===== src/rtl/svm_cfu_pkg.sv =====
// Shared definitions for the linear-SVM argmax CFU: opcode encodings,
// lane-mode and FSM state enums, and the signed saturation helper.
package svm_cfu_pkg;

  localparam logic [2:0] OP_MAC4       = 3'b000;
  localparam logic [2:0] OP_MAC8       = 3'b001;
  localparam logic [2:0] OP_MAC16      = 3'b010;
  localparam logic [2:0] OP_CLOSE      = 3'b011;
  localparam logic [2:0] OP_GET_MAX    = 3'b100;
  localparam logic [2:0] OP_READ_SCORE = 3'b101;
  localparam logic [2:0] OP_RSVD       = 3'b110;
  localparam logic [2:0] OP_CLEAR      = 3'b111;

  typedef enum logic [1:0] {
    LANE_4B,
    LANE_8B,
    LANE_16B
  } lane_mode_e;

  typedef enum logic [1:0] {
    ST_IDLE,
    ST_EXEC,
    ST_RESP
  } state_e;

  // Clamp a wide signed value into the range of a 'width'-bit signed number.
  function automatic logic signed [63:0] saturate(input logic signed [63:0] value,
                                                  input int width);
    logic signed [63:0] hi;
    logic signed [63:0] lo;
    hi = (64'sd1 <<< (width - 1)) - 64'sd1;
    lo = -hi - 64'sd1;
    if (value > hi) begin
      return hi;
    end else if (value < lo) begin
      return lo;
    end
    return value;
  endfunction

endpackage


===== src/rtl/svm_lane_dot.sv =====
// Packed dot product of unsigned features against signed weights.
// Lane width follows mode_i: 8x4b, 4x8b or 2x16b; the lane sum is
// carried at ACC_W+4 bits so the accumulator sees the full-precision result.
module svm_lane_dot
  import svm_cfu_pkg::*;
#(
  parameter int ACC_W = 32
) (
  input  lane_mode_e               mode_i,
  input  logic [31:0]              rs1_i,
  input  logic [31:0]              rs2_i,
  output logic signed [ACC_W+3:0]  lanesum_o
);

  localparam int SW = ACC_W + 4;

  logic signed [SW-1:0] acc;

  // Sum the per-lane products; features get a zero sign bit, weights stay signed.
  always_comb begin
    acc = '0;
    case (mode_i)
      LANE_8B: begin
        for (int i = 0; i < 4; i++) begin
          acc = acc + SW'($signed({1'b0, rs1_i[8*i +: 8]})) * SW'($signed(rs2_i[8*i +: 8]));
        end
      end
      LANE_16B: begin
        for (int i = 0; i < 2; i++) begin
          acc = acc + SW'($signed({1'b0, rs1_i[16*i +: 16]})) * SW'($signed(rs2_i[16*i +: 16]));
        end
      end
      default: begin
        for (int i = 0; i < 8; i++) begin
          acc = acc + SW'($signed({1'b0, rs1_i[4*i +: 4]})) * SW'($signed(rs2_i[4*i +: 4]));
        end
      end
    endcase
    lanesum_o = acc;
  end

endmodule


===== src/rtl/svm_argmax_cfu.sv =====
// Multi-class linear-SVM scoring CFU: accumulates packed dot products,
// closes each class with a bias, and tracks the running argmax.
// Define SVM_SCORE_BUF_EN to keep a per-class score buffer readable by
// READ_SCORE; without it READ_SCORE returns zero and CLOSE stores nothing.
module svm_argmax_cfu
  import svm_cfu_pkg::*;
#(
  parameter int ACC_W       = 32,
  parameter int ID_W        = 8,
  parameter int MAX_CLASSES = 16
) (
  input  logic        i_clk,
  input  logic        i_rst,
  input  logic        i_cfu_valid,
  input  logic [2:0]  i_cfu_op,
  input  logic [31:0] i_cfu_rs1,
  input  logic [31:0] i_cfu_rs2,
  output logic        o_cfu_ready,
  output logic [31:0] o_cfu_rd
);

  localparam logic signed [ACC_W-1:0] ACC_MIN  = {1'b1, {(ACC_W-1){1'b0}}};
  localparam logic [ID_W-1:0]         ID_LIMIT = ID_W'(MAX_CLASSES);

  state_e                   state_q;
  logic [2:0]               op_q;
  logic [31:0]              rs1_q;
  logic [31:0]              rs2_q;
  logic                     ready_q;
  logic [31:0]              rd_q;
  logic [31:0]              rd_d;
  logic signed [ACC_W-1:0]  sum_q;
  logic signed [ACC_W-1:0]  sum_d;
  logic signed [ACC_W-1:0]  curMax_q;
  logic signed [ACC_W-1:0]  curMax_d;
  logic [ID_W-1:0]          id_q;
  logic [ID_W-1:0]          id_d;
  logic [ID_W-1:0]          maxId_q;
  logic [ID_W-1:0]          maxId_d;
  logic                     ovf_q;
  logic                     ovf_d;
  logic                     clearAll;
  lane_mode_e               laneMode;
  logic signed [ACC_W+3:0]  laneSum;
  logic signed [ACC_W-1:0]  macSum;
  logic signed [ACC_W-1:0]  score;

`ifdef SVM_SCORE_BUF_EN
  logic signed [ACC_W-1:0]  buf_q [MAX_CLASSES];
  logic                     wrEn;
  logic signed [ACC_W-1:0]  readVal;

  // Score lookup; indices beyond the buffer fall through to zero.
  always_comb begin
    readVal = '0;
    for (int k = 0; k < MAX_CLASSES; k++) begin
      if (rs1_q[ID_W-1:0] == ID_W'(k)) begin
        readVal = buf_q[k];
      end
    end
  end
`endif

  // Lane width is implied by which MAC opcode was latched.
  always_comb begin
    case (op_q)
      OP_MAC8:  laneMode = LANE_8B;
      OP_MAC16: laneMode = LANE_16B;
      default:  laneMode = LANE_4B;
    endcase
  end

  svm_lane_dot #(
    .ACC_W(ACC_W)
  ) uLaneDot (
    .mode_i   (laneMode),
    .rs1_i    (rs1_q),
    .rs2_i    (rs2_q),
    .lanesum_o(laneSum)
  );

  assign macSum = ACC_W'(saturate(64'(sum_q) + 64'(laneSum), ACC_W));
  assign score  = ACC_W'(saturate(64'(sum_q) + 64'($signed(rs1_q[ACC_W-1:0])), ACC_W));

  // Next data state and response word for the latched command.
  always_comb begin
    sum_d    = sum_q;
    curMax_d = curMax_q;
    id_d     = id_q;
    maxId_d  = maxId_q;
    ovf_d    = ovf_q;
    rd_d     = '0;
    clearAll = 1'b0;
`ifdef SVM_SCORE_BUF_EN
    wrEn     = 1'b0;
`endif
    case (op_q)
      OP_MAC4, OP_MAC8, OP_MAC16: begin
        sum_d = macSum;
      end
      OP_CLOSE: begin
        sum_d = '0;
        if (id_q == ID_LIMIT) begin
          ovf_d = 1'b1;
        end else begin
          if (score > curMax_q) begin
            curMax_d = score;
            maxId_d  = id_q;
          end
          id_d = id_q + ID_W'(1);
`ifdef SVM_SCORE_BUF_EN
          wrEn = 1'b1;
`endif
        end
        rd_d[31]         = score[ACC_W-1];
        rd_d[30]         = ovf_d;
        rd_d[ID_W-1:0]   = maxId_d;
      end
      OP_GET_MAX: begin
        rd_d = 32'(curMax_q);
      end
      OP_READ_SCORE: begin
`ifdef SVM_SCORE_BUF_EN
        rd_d = 32'(readVal);
`endif
      end
      OP_CLEAR: begin
        clearAll = 1'b1;
      end
      default: begin
      end
    endcase
  end

  // Command FSM: latch in IDLE, commit in EXEC, strobe the response in RESP.
  always_ff @(posedge i_clk) begin
    if (i_rst) begin
      state_q  <= ST_IDLE;
      ready_q  <= 1'b0;
      rd_q     <= '0;
      op_q     <= OP_MAC4;
      rs1_q    <= '0;
      rs2_q    <= '0;
      sum_q    <= '0;
      curMax_q <= ACC_MIN;
      id_q     <= '0;
      maxId_q  <= '0;
      ovf_q    <= 1'b0;
`ifdef SVM_SCORE_BUF_EN
      for (int k = 0; k < MAX_CLASSES; k++) begin
        buf_q[k] <= '0;
      end
`endif
    end else begin
      case (state_q)
        ST_IDLE: begin
          ready_q <= 1'b0;
          rd_q    <= '0;
          if (i_cfu_valid) begin
            op_q    <= i_cfu_op;
            rs1_q   <= i_cfu_rs1;
            rs2_q   <= i_cfu_rs2;
            state_q <= ST_EXEC;
          end
        end
        ST_EXEC: begin
          state_q <= ST_RESP;
          ready_q <= 1'b1;
          rd_q    <= rd_d;
          if (clearAll) begin
            sum_q    <= '0;
            curMax_q <= ACC_MIN;
            id_q     <= '0;
            maxId_q  <= '0;
            ovf_q    <= 1'b0;
`ifdef SVM_SCORE_BUF_EN
            for (int k = 0; k < MAX_CLASSES; k++) begin
              buf_q[k] <= '0;
            end
`endif
          end else begin
            sum_q    <= sum_d;
            curMax_q <= curMax_d;
            id_q     <= id_d;
            maxId_q  <= maxId_d;
            ovf_q    <= ovf_d;
`ifdef SVM_SCORE_BUF_EN
            if (wrEn) begin
              for (int k = 0; k < MAX_CLASSES; k++) begin
                if (id_q == ID_W'(k)) begin
                  buf_q[k] <= score;
                end
              end
            end
`endif
          end
        end
        ST_RESP: begin
          state_q <= ST_IDLE;
          ready_q <= 1'b0;
          rd_q    <= '0;
        end
        default: begin
          state_q <= ST_IDLE;
        end
      endcase
    end
  end

  assign o_cfu_ready = ready_q;
  assign o_cfu_rd    = rd_q;

endmodule


===== config.mk =====
export PLATFORM = sky130hd
export DESIGN_NAME = svm_argmax_cfu
export DESIGN_NICKNAME = d
export VERILOG_FILES = /design/src/rtl/svm_cfu_pkg.sv /design/src/rtl/svm_lane_dot.sv /design/src/rtl/svm_argmax_cfu.sv
export SDC_FILE = /design/constraint.sdc
export NUM_CORES = 2
export LEC_CHECK = 0
export CAP_MARGIN = 15
export CORE_MARGIN = 2
export CORE_UTILIZATION = 32
export DETAILED_ROUTE_END_ITERATION = 16
export PLACE_DENSITY = 0.56
export SKIP_LAST_GASP = 1
export SLEW_MARGIN = 20
export SYNTH_ARGS = -nofsm -noshare
export SYNTH_HDL_FRONTEND = slang
export SYNTH_SLANG_ARGS = --single-unit

===== constraint.sdc =====
create_clock -name i_clk -period 16.2 [get_ports i_clk]
set_input_delay 1.62 -clock i_clk [delete_from_list [all_inputs] [get_ports i_clk]]
set_output_delay 1.62 -clock i_clk [all_outputs]
set_load 0.02 [all_outputs]

# == Word level (Yosys, flattened, before mapping) ==
# Index checks and enable logic that the tools add are counted.
# totals
ff_bits,183
input_bits,70
elab_cells,105
# op_classes
n_addsub,14
mul,14
magnitude_cmp,5
n_eq_ne,12
muxes,36
n_reduce_logical,13
# op_table
cell,count
36-bit adder,11
32-bit 2-to-1 mux,11
32-bit one-hot mux with 2 select lines,2
5-bit by 4-bit multiplier with 9-bit output,8
36-bit one-hot mux with 2 select lines,1
9-bit by 8-bit multiplier with 17-bit output,4
17-bit by 16-bit multiplier with 33-bit output,2
8-bit 2-to-1 mux,7
32-bit by 36-bit adder with 37-bit output,1
37-bit by 32-bit > comparator with 1-bit output (second input constant),1
37-bit by 32-bit < comparator with 1-bit output (second input constant),1
32-bit by 32-bit adder with 33-bit output,1
33-bit by 32-bit > comparator with 1-bit output (second input constant),1
33-bit by 32-bit < comparator with 1-bit output (second input constant),1
32-bit > comparator,1
22-bit 2-to-1 mux,1
8-bit one-hot mux with 2 select lines,1
2-bit one-hot mux with 2 select lines,3
8-bit by 1-bit adder with 8-bit output (second input constant),1
8-bit by 5-bit == test with 1-bit output (second input constant),1
1-bit 2-to-1 mux,8
3-bit by 2-bit == test with 1-bit output (second input constant),2
3-bit == test (second input constant),2
2-bit AND reduction,3
14 further kinds,19

# == Logic depth before layout (Yosys ltp) ==
# depth
depth_word,16
mapped_depth,48
mapped_depth_nobuf,45

# == By module ==
# A second synthesis with hierarchy kept.
# hier_totals
cells_unflattened,5258
hier_area_um2,44714.1
# by_module_without_submodules
mod,n_inst,cells_each,area_each_um2
svm_lane_dot,1,3773,32926.6
svm_argmax_cfu,1,1485,11787.6

# == Worst setup path before layout ==
# OpenSTA, ideal clock, no wires.
# synth_path
kind,flip-flop to flip-flop
startpoint,register rs2_q[23]
endpoint,register sum_q[25]
setup_time_ns,0.130
arrival_ns,10.299
t_required_ns,16.070
slack_ns,5.771
stages_incl_launch_ff,43
period_less_slack_ns,10.429
cell_sequence,dfxtp_1 > clkbuf_1 > clkinv_1 > nor2_1 > fa_1 > fa_1 > inv_1 > fa_1 > inv_1 > ha_1 > fa_1 > inv_1 > fa_1 > fa_1 > fa_1 > inv_1 > fa_1 > ha_1 > [7 not listed] > nand2_1 > a21o_1 > fa_1 > inv_1 > a21oi_1 > ha_1 > buf_2 > and4_1 > a21oi_1 > o21ai_0 > a41o_1 > a211oi_1 > a21oi_1 > xnor2_1 > or4_4 > mux2i_4 > buf_6 > a22oi_1
# synth_via
elab_chain_cells,12
word_cells_on_any_way,19
cone_classes,7 x add/sub; 3 x mul; 2 x order compare; 7 x mux
# synth_rtl
element,line,rtl
start: declaration,svm_argmax_cfu.sv:28,logic [31:0] rs2_q;
start signal: assignment,svm_argmax_cfu.sv:162,rs2_q <= i_cfu_rs2;
5-bit by 4-bit multiplier with 9-bit output,svm_lane_dot.sv:35,"acc = acc + SW'($signed({1'b0, rs1_i[4*i +: 4]})) * SW'($signed(rs2_i[4*i +: 4]));"
36-bit adder (3 in series),svm_lane_dot.sv:35,
36-bit one-hot mux with 2 select lines *,svm_lane_dot.sv:22,case (mode_i)
32-bit by 36-bit adder with 37-bit output *,svm_argmax_cfu.sv:82,"assign macSum = ACC_W'(saturate(64'(sum_q) + 64'(laneSum), ACC_W));"
37-bit by 32-bit < comparator with 1-bit output,svm_cfu_pkg.sv:35,end else if (value < lo) begin
1-bit 2-to-1 mux,svm_cfu_pkg.sv:35,
1-bit 2-to-1 mux,svm_cfu_pkg.sv:33,if (value > hi) begin
32-bit 2-to-1 mux *,svm_cfu_pkg.sv:38,return value;
32-bit one-hot mux with 2 select lines *,svm_argmax_cfu.sv:97,case (op_q)
32-bit 2-to-1 mux *,svm_argmax_cfu.sv:170,if (clearAll) begin
end signal: assignment,svm_argmax_cfu.sv:182,sum_q <= sum_d;
end: declaration,svm_argmax_cfu.sv:32,logic signed [ACC_W-1:0] sum_q;
# Every way passes the cells marked *; elsewhere a longest branch is shown, timed or not.
# A chain may end at the register's enable or synchronous reset.

# == Worst setup path after layout ==
# layout_path
startpoint,register rs1_q[22]
endpoint,register sum_q[7]
# layout_via
elab_chain_cells,12
word_cells_on_any_way,19
cone_classes,7 x add/sub; 3 x mul; 2 x order compare; 7 x mux
# layout_rtl
element,line,rtl
start: declaration,svm_argmax_cfu.sv:27,logic [31:0] rs1_q;
start signal: assignment,svm_argmax_cfu.sv:161,rs1_q <= i_cfu_rs1;
5-bit by 4-bit multiplier with 9-bit output,svm_lane_dot.sv:35,
36-bit adder (3 in series),svm_lane_dot.sv:35,
36-bit one-hot mux with 2 select lines *,svm_lane_dot.sv:22,
32-bit by 36-bit adder with 37-bit output *,svm_argmax_cfu.sv:82,
37-bit by 32-bit < comparator with 1-bit output,svm_cfu_pkg.sv:35,
1-bit 2-to-1 mux,svm_cfu_pkg.sv:35,
1-bit 2-to-1 mux,svm_cfu_pkg.sv:33,
32-bit 2-to-1 mux *,svm_cfu_pkg.sv:38,
32-bit one-hot mux with 2 select lines *,svm_argmax_cfu.sv:97,
32-bit 2-to-1 mux *,svm_argmax_cfu.sv:170,
# Marked as above.

==> results.md <==
* Async SR Flop Fraction at 0
* Die area at 140200 um2
* Commonest cells after routing, fill and taps aside: 1100 x inv_1, 645 x fa_1, 636 x ha_1
* Max Freq at 80.35 MHz
* Cells after Synth at 5236
* Leakage at 25.13 nW
* RR Endpoint: sum_q[7]$_SDFFE_PP0P_
* Cells on Worst Hold Path at 2
* # Post-CTS Setup Buffers at 0
* TritonCTS clock tree: yes
* Distinct cells, synth at 91
* Met2 Resource Use GR at 0.3340
* Met1 Track Usage GR at 0.2713
* Final Power at 0.003828 W
* Placer Congestion at 0.9388
* Critical path's most frequent cell: a21oi_1
* GRT met3 Usage at 0.02386
* DP Worst Slack at 3934 ps
* Relative slew slack at 0.3069
* DR vias/cell at 4.991
* EDFF count, synth at 0
* Critical-path top delay cell: dfxtp_1
* Root Driver: clkbuf_16
* Maximum fanout along the worst path at 28
* Clk Latency, worst-skew pair at 540 ps
* P&R area growth vs syn at 8.208%
* Max Cap Viol at 0
* Tightest Pin Transition at 1040 ps
* TritonCTS buffer count at 17
* RSZ-0062 raised after global routing: false
* Floorplan core area at 135800 um2
* GRT Total Usage at 0.1989
* Cells on worst reg2reg path at 42
* Post-synth top flop: dfxtp_1
* Starting DRT DRC Count at 2489
* Vias in the first global route at 36260
* Post-route ant nets at 0
* Port Buffers at 102
* Initial antenna violation count at 8
* Hold buffer count at cts at 0
* Post-DP HPWL at 114500 um
* Rows at 135
* First-pass GRT wire length at 215000 um
* Hold EP: maxId_q[5]$_SDFFE_PP0P_
* Family with the most delay on the worst path: compound AO/OA/AOI/OAI gates
* CP Depth at 42
* Yosys Warn Count at 0
* Slew Viols, Final at 0
* Largest net degree at the start of global routing at 69
* Initial Util at 0.3233
* Clock skew at 34.54 ps
* Clock sink count at 183
* Worst path bufs/invs at 5
* Io pins at 103
* Post-cts resize count at 0
* Util after Layout at 0.3498
* DRC viols at 0
* Max VDD drop at 91.15 uV
* Status: finished, final reports clean
* HP Class: register to register
* Worst setup path class: register to register
* Cell Pwr Density at 80.59 nW/um2
* Reg2reg start: rs1_q[22]$_SDFFE_PP0P_
* Commonest non-fill, non-tap cell in the layout: inv_1
* Gr ovfl total at 0
* Tmin final at 12450 ps
* Tcrit/Tclk final at 0.7682
* CP Data Arrival Time at 12800 ps
* Final net count at 6586
* Clock-pin slew on the worst setup and hold paths at 110 ps
* Crit path launch type: register
* Busiest grt layer: met2
* Worst path required time at 16560 ps
* Final Setup Violations at 0
* Hold Startpoint: maxId_q[5]$_SDFFE_PP0P_
* Die Y-Extent at 374.4 um
* Post-Syn Area at 43900 um2
* Worst setup EP type: register
* Via count at 35090
* Layout cell share with drive strength beyond 1 at 0.02668
* Synthesized area per cell at 8.385 um2
* Sequential area share after synthesis at 0.08345
* Final setup margin at 3755 ps
* Net Count, Synth at 6587
* Routed len/inst at 19.59 um
* Setup_tns at 0 ps
* Die width at 374.4 um
* Clock tree buffer depth at 2
* Pre-antenna DRT Iters at 6
* Number of synthesized register bits at 183
* Fin Hold WS at 453.1 ps
* Max incr delay on CP at 970 ps
* R2R Setup Slk at 3750 ps
* Final WL at 137700 um
* Final hold viol count at 0
* H-tree depth at 4
[final cells by class]
cell class	count	area [um2]
antenna	2	5.005
clock buffer	17	425.4
clock inverter	15	193.9
fill	14260	88300
inverter	1101	4133
multi-input combinational	3774	35400
sequential	183	3664
tap	1781	2228
timing repair buffer	158	1459
[sequential cells by signal, indices dropped and copies added (netlist names)]
name and cells:
curMax_q 32, id_q 8, maxId_q 8, o_cfu_rd 32, o_cfu_ready 1, op_q 3
ovf_q 1, rs1_q 32, rs2_q 32, state_q 2, sum_q 32
[Yosys cell counts, drive strengths merged, types with 5 or more instances]
library cell	number	area share
inv	1100	0.094
fa	645	0.29
ha	636	0.18
nand2	548	0.047
a21oi	339	0.039
and2	282	0.040
nor2	230	0.020
dfxtp	183	0.083
xnor2	170	0.034
clkbuf	155	0.013
o21ai	135	0.016
a21o	133	0.023
xor2	79	0.016
a22oi	58	0.010
o21bai	56	0.0096
nand3	49	0.0057
nand2b	44	0.0063
a31oi	35	0.0050
nor3	31	0.0035
and3	28	0.0040
nand4	24	0.0034
a221oi	23	0.0046
buf	23	0.0036
nor2b	23	0.0033
o21a	19	0.0032
a211oi	15	0.0027
o211ai	13	0.0023
a21boi	12	0.0021
a22o	12	0.0024
o31ai	10	0.0018
or3	10	0.0014
a31o	9	0.0018
and4	9	0.0018
or2	8	0.0011
a221o	7	0.0016
a2111oi	5	0.0010
a2bb2oi	5	0.0011
o2111ai	5	0.0010
o41ai	5	0.0015
[where the power goes]
group          switching, W  total (W)  internal (W)
combinational       0.00175    0.00278       0.00103
sequential        0.0000675   0.000550      0.000483
clock              0.000269   0.000494      0.000225
[worst min-delay path, stage by stage (launching register included)]
cell and delay, ps:
dfxtp_1 310, nand2_1 50, a21oi_1 50
[metrics by stage]
step,std cells,area [um2]
6_report,7031,47510
5_1_grt,7029,47500
4_1_cts,7028,47460
3_5_place_dp,6996,46840
3_3_place_gp,6996,46840
2_1_floorplan,5236,43900
[how the worst max path moves through the flow]
stage	start	end	slack [ps]
floorplan	rs2_q[23]$_SDFFE_PP0P_	sum_q[25]$_SDFFE_PP0P_	5770
global route	rs1_q[22]$_SDFFE_PP0P_	sum_q[7]$_SDFFE_PP0P_	2910
CTS	rs1_q[22]$_SDFFE_PP0P_	sum_q[11]$_SDFFE_PP0P_	3840
finish	rs1_q[22]$_SDFFE_PP0P_	sum_q[7]$_SDFFE_PP0P_	3750
global placement	rs1_q[22]$_SDFFE_PP0P_	sum_q[5]$_SDFFE_PP0P_	3930
detailed placement	rs1_q[22]$_SDFFE_PP0P_	sum_q[7]$_SDFFE_PP0P_	3930
[logic make-up after synthesis]
family	share of synthesized area
buffers and inverters	0.1110
XOR/XNOR	0.04968
adder cells (fa/ha/maj)	0.4761
AND/OR/NAND/NOR	0.1403
AO/OA/AOI/OAI	0.1383
multiplexers	0.001225
flip-flops	0.08345
[metal layers]
layer / part of all wire / routed length (um) / up-vias
li1: - / - / 16660
met1: 0.46 / 63380 / 17480
met5: 0.000094 / 13 / -
met4: 0.024 / 3331 / 2
met3: 0.046 / 6335 / 136
met2: 0.47 / 64680 / 811
Power figures use the tool's default switching activity.
